`config.mk`:
```
export PLATFORM = sky130hd
export DESIGN_NAME = output_port_queue
export DESIGN_NICKNAME = d
export VERILOG_FILES = /design/src/rtl/output_port_queue.sv
export SDC_FILE = /design/constraint.sdc
export NUM_CORES = 1
export LEC_CHECK = 0
export ABC_CLOCK_PERIOD_IN_PS = 3250
export BUFFER_PORTS_ARGS = -buffer_cell sky130_fd_sc_hd__buf_2
export CELL_PAD_IN_SITES_DETAIL_PLACEMENT = 1
export CELL_PAD_IN_SITES_GLOBAL_PLACEMENT = 2
export CORE_ASPECT_RATIO = 1.4
export CORE_MARGIN = 10
export CORE_UTILIZATION = 40
export DETAILED_ROUTE_END_ITERATION = 16
export GPL_TIMING_DRIVEN = 0
export HOLD_SLACK_MARGIN = 0.1
export PLACE_DENSITY = 0.79
export SLEW_MARGIN = 20
export SYNTH_ARGS = -nofsm -noshare
export SYNTH_HDL_FRONTEND = slang
export SYNTH_SLANG_ARGS = --single-unit
export TNS_END_PERCENT = 20
```
`constraint.sdc`:
```
create_clock -name clk -period 3.25 [get_ports clk]
set_clock_uncertainty 0.2 [all_clocks]
set_input_delay 0.4875 -clock clk [delete_from_list [all_inputs] [get_ports clk]]
set_output_delay 0.4875 -clock clk [all_outputs]
set_load 0.01 [all_outputs]
```
`src/rtl/output_port_queue.sv`:
```
// rtl/output_port_queue.sv - per-direction router output FIFO with wormhole lock
module output_port_queue #(
    parameter int WIDTH = 64,
    parameter int DEPTH = 4
) (
    input  logic                       clk,
    input  logic                       rst,
    input  logic                       in_valid,
    input  logic [WIDTH-1:0]           in_flit,
    input  logic                       in_last,
    output logic                       in_ready,
    output logic                       lock,
    output logic                       out_valid,
    output logic [WIDTH-1:0]           out_flit,
    output logic                       out_last,
    input  logic                       out_ready,
    output logic [$clog2(DEPTH+1)-1:0] count
);
    localparam int PW = $clog2(DEPTH);
    localparam int CW = $clog2(DEPTH + 1);
    localparam logic [CW-1:0] FULL = CW'(DEPTH);

    typedef enum logic {IDLE, BUSY} state_t;

    logic [WIDTH:0]  mem_q [DEPTH];
    logic [PW-1:0]   wr_ptr_q, wr_ptr_d;
    logic [PW-1:0]   rd_ptr_q, rd_ptr_d;
    logic [CW-1:0]   count_q, count_d;
    state_t          state_q, state_d;
    logic            push, pop;

    // No full-bypass: a pop in the same cycle does not reopen in_ready.
    assign in_ready  = (count_q != FULL) && !rst;
    assign out_valid = (count_q != '0);
    assign push      = in_valid && in_ready;
    assign pop       = out_valid && out_ready;
    assign out_flit  = mem_q[rd_ptr_q][WIDTH-1:0];
    assign out_last  = mem_q[rd_ptr_q][WIDTH];
    assign count     = count_q;
    assign lock      = (state_q == BUSY);

    always_comb begin
        wr_ptr_d = wr_ptr_q;
        rd_ptr_d = rd_ptr_q;
        count_d  = count_q;
        if (push) wr_ptr_d = wr_ptr_q + PW'(1);
        if (pop)  rd_ptr_d = rd_ptr_q + PW'(1);
        case ({push, pop})
            2'b10:   count_d = count_q + CW'(1);
            2'b01:   count_d = count_q - CW'(1);
            default: count_d = count_q;
        endcase
    end

    always_comb begin
        state_d = state_q;
        case (state_q)
            IDLE:    if (push && !in_last) state_d = BUSY;
            BUSY:    if (push && in_last)  state_d = IDLE;
            default: state_d = IDLE;
        endcase
    end

    // Storage is not reset; flits are only visible through count/pointers.
    always_ff @(posedge clk) begin
        if (push) mem_q[wr_ptr_q] <= {in_last, in_flit};
    end

    always_ff @(posedge clk) begin
        if (rst) begin
            wr_ptr_q <= '0;
            rd_ptr_q <= '0;
            count_q  <= '0;
            state_q  <= IDLE;
        end else begin
            wr_ptr_q <= wr_ptr_d;
            rd_ptr_q <= rd_ptr_d;
            count_q  <= count_d;
            state_q  <= state_d;
        end
    end
endmodule

```
==> reports/metrics.csv <==
stage,metric,value,unit
synthesis,synth top area cells,"edfxtp_1 79%, mux4_2 15%, dfxtp_1 2.0%, buf_6 0.68%, ha_1 0.63%",
setup_path,crit-path leading delay family,buffers and inverters,
timing,actual slew at the worst max-slew pin,0.678,ns
route,Post-route DRC,0,
route,Final ANT Viol Nets,0,
setup_path,"Data arrival, critical path",2.06,ns
power_and_ir_drop,Tot Pwr,9.31,mW
placed_design,Port Buffers,138,
setup_path,Startpoint Class,register,
route,final wirelength,21.8,mm
flow_run,max_cap viols,0,
timing,max_slew headroom,54.8,%
setup_path,critical path cell sequence,"buf_2, buf_2, mux4_2, buf_2",
power_and_ir_drop,Pleak,4.32,nW
route,via count,4805,
layout,share of layout cells above drive strength 1,41.4,%
route,Via-to-Cell Ratio,4.98,
timing,"Slew Viols, Final",0,
synthesis,share of the yosys chip area belonging to registers,80.9,%
global_routing,GRT Residual Overflow,0,
power_and_ir_drop,Pwr Density,734,nW/um^2
timing,RSZ-0062 raised after global routing,false,
floorplan,IO Pins,140,
timing,Tcrit/Tclk final,84.5,%
power_and_ir_drop,Net Sw Frac,24.6,%
placed_design,Post-Place Cells,850,
clock_tree,Post-CTS Setup Inserts,0,
synthesis,Post-Syn Instances,393,
clock_tree,"CTS clk-pin slew, worst paths",0.06,ns
synthesis,Mapped Nets,468,
power_and_ir_drop,worst IR drop on VDD,0.479,mV
placed_design,post-place setup slack,0.595,ns
timing,post-route setup TNS,0,ns
synthesis,"flops & latches, synth",270,
power_and_ir_drop,Logic pwr share,21.2,%
global_routing,initial antenna violation count,1,
floorplan,Die Area,31500,um^2
placed_design,Final Wtd Congestion,0.688,
floorplan,core box area,24500,um^2
clock_tree,CTS Buf Count,26,
clock_tree,clk_lat worst skew,0.52,ns
global_routing,vias in the first global route,5639,
setup_path,"most used cell, CP",buf_2,
timing,min Tclk post-route,2.75,ns
synthesis,Yosys cell types,25,
power_and_ir_drop,P_sw,2.29,mW
placed_design,DP HPWL,13.8,mm
timing,Final WS setup,0.502,ns
floorplan,starting density of the core,40.4,%
layout,register area,8010,um^2
clock_tree,Root Buffer,clkbuf_16,
global_routing,first-pass GRT wire length,33.7,mm
timing,maximum clock rate,364,MHz
clock_tree,CTS tree,built,
clock_tree,CTS max path bufs,3,
layout,Area Growth Syn to Fin,28.1,%
global_routing,largest net degree at the start of global routing,42,
route,starting DRC count in detailed routing,217,
synthesis,Mapped Area,9900,um^2
global_routing,total track usage,13.6,%
timing,Final setup viols,0,
setup_path,CP peak stage delay,0.38,ns
clock_tree,clk sinks,270,
floorplan,std cell rows,68,
power_and_ir_drop,sequential power share,44.4,%
hold_path,hold crit path type,in -> reg,
setup_path,slowest CP cell,mux4_2,
power_and_ir_drop,internal power,7.02,mW
synthesis,leading area contributor after synthesis,edfxtp_1,
setup_path,Crit Path Max Fanout,10,
floorplan,Die W,153,um
setup_path,"Buf+Inv Stages, Crit Path",3,
clock_tree,# resized after CTS,0,
timing,final hold vios,0,
clock_tree,CTS Hold Bufs,66,
layout,Fill cells,2209,
setup_path,WS Path Type,reg -> out,
run_status,status,"complete, no violations",
synthesis,share of the synthesized area in the top cell type,78.8,%
synthesis,Ys Warns,0,
setup_path,Worst EP required,2.56,ns
clock_tree,H-tree depth,1,
power_and_ir_drop,clock power share,34.4,%
layout,Final #Nets,704,
layout,fin cells,964,
floorplan,Die Span Y,206,um
layout,area of the multi-input gates,1770,um^2
route,Detailed Routing Iterations Pass 1,4,
synthesis,synthesized area per cell,25.2,um^2
setup_path,CP Capture Type,output pin,
route,routed len/inst,22.6,um
## cell families (layout without fill, tap and decap cells)
family | count (synthesis) | count (layout) | share of synthesized area [%]
flip-flops | 270 | 270 | 80.9
multiplexers | 68 | 68 | 15.1
buffers and inverters | 22 | 276 | 1.41
AND/OR/NAND/NOR | 18 | 18 | 1.07
adder cells (fa/ha/maj) | 6 | 6 | 0.834
AO/OA/AOI/OAI | 5 | 5 | 0.328
XOR/XNOR | 4 | 4 | 0.354
other | 0 | 2 | 0
## flip-flops by register name, summed over array words and instances, names as in the netlist, named ones only
signal,flops
mem_q,260
count,3
rd_ptr_q,2
wr_ptr_q,2
## routing by layer
layer | vias to the layer above | track usage (%) | wire (um)
li1 | 2139 | - | -
met1 | 2518 | 15.1 | 8300
met2 | 115 | 25.4 | 12100
met3 | 33 | 2.79 | 921
met4 | 0 | 4.74 | 487
met5 | - | 0 | 0
## stage by stage
stage | hold slack, ns | area (um^2) | utilization (%)
2_1_floorplan | 0.275 | 9900 | -
3_3_place_gp | 0.264 | 11000 | 44.8
3_5_place_dp | 0.275 | 11100 | 45.3
4_1_cts | 0.203 | 12700 | 51.8
5_1_grt | 0.212 | 12700 | 51.8
6_report | 0.220 | 12700 | 51.8
## cell usage after synthesis, drive strengths merged
master / number
fa: 1
nand2: 2
edfxtp: 260
a21oi: 2
o21ai: 1
nor3b: 2
mux4: 65
inv: 7
clkbuf: 2
xor2: 3
xnor2: 1
mux2i: 2
o31a: 1
mux2: 1
buf: 13
ha: 5
dfxtp: 10
or3: 2
nor2: 8
and2: 4
o311ai: 1
## worst min-delay path, cell delays in order
cell and delay (ns):
buf_2 0.10, nor3b_4 0.18, mux2i_1 0.12
## cell usage in the layout (no fill, tap or decap), drive strengths merged, types with 6 or more instances in the layout
| cell type | instances |
|---|---|
| edfxtp | 260 |
| buf | 155 |
| dlygate4sd3 | 66 |
| mux4 | 65 |
| clkbuf | 31 |
| dfxtp | 10 |
| clkinv | 9 |
| nor2 | 8 |
| inv | 8 |
| bufinv | 6 |
## power groups by stage
| stage | registers [mW] | clock network, mW | logic (mW) |
|---|---|---|---|
| 6_report | 4.14 | 3.20 | 1.98 |
| 5_1_grt | 4.16 | 3.43 | 2.15 |
| 4_1_cts | 4.14 | 3.28 | 2.05 |
| 3_5_place_dp | 4.21 | 0 | 1.96 |
| 3_3_place_gp | 4.21 | 0 | 1.89 |
| 2_1_floorplan | 4.20 | 0 | 1.24 |
## cell type report
cell class,count,share of cell area [%]
inverters,7,0.207
well taps,315,3.11
multi-input cells,101,13.9
repair buffers,208,11.5
plain buffers,15,0.898
clock buffers,29,5.39
diodes,2,0.0395
flip-flops and latches,270,63.1
clock inverters,17,1.86
## final timing paths
kind,startpoint,to,slack (ns),cells past startpoint
setup / recovery,register,out_flit[26],0.50,4
hold / removal,in_valid,register,0.22,3
setup reg to reg,count[2]$_SDFFE_PP0P_,count[2]$_SDFFE_PP0P_,0.76,9
hold reg to reg,register,register,0.28,2
No activity file was read; power rests on OpenSTA's default activity.
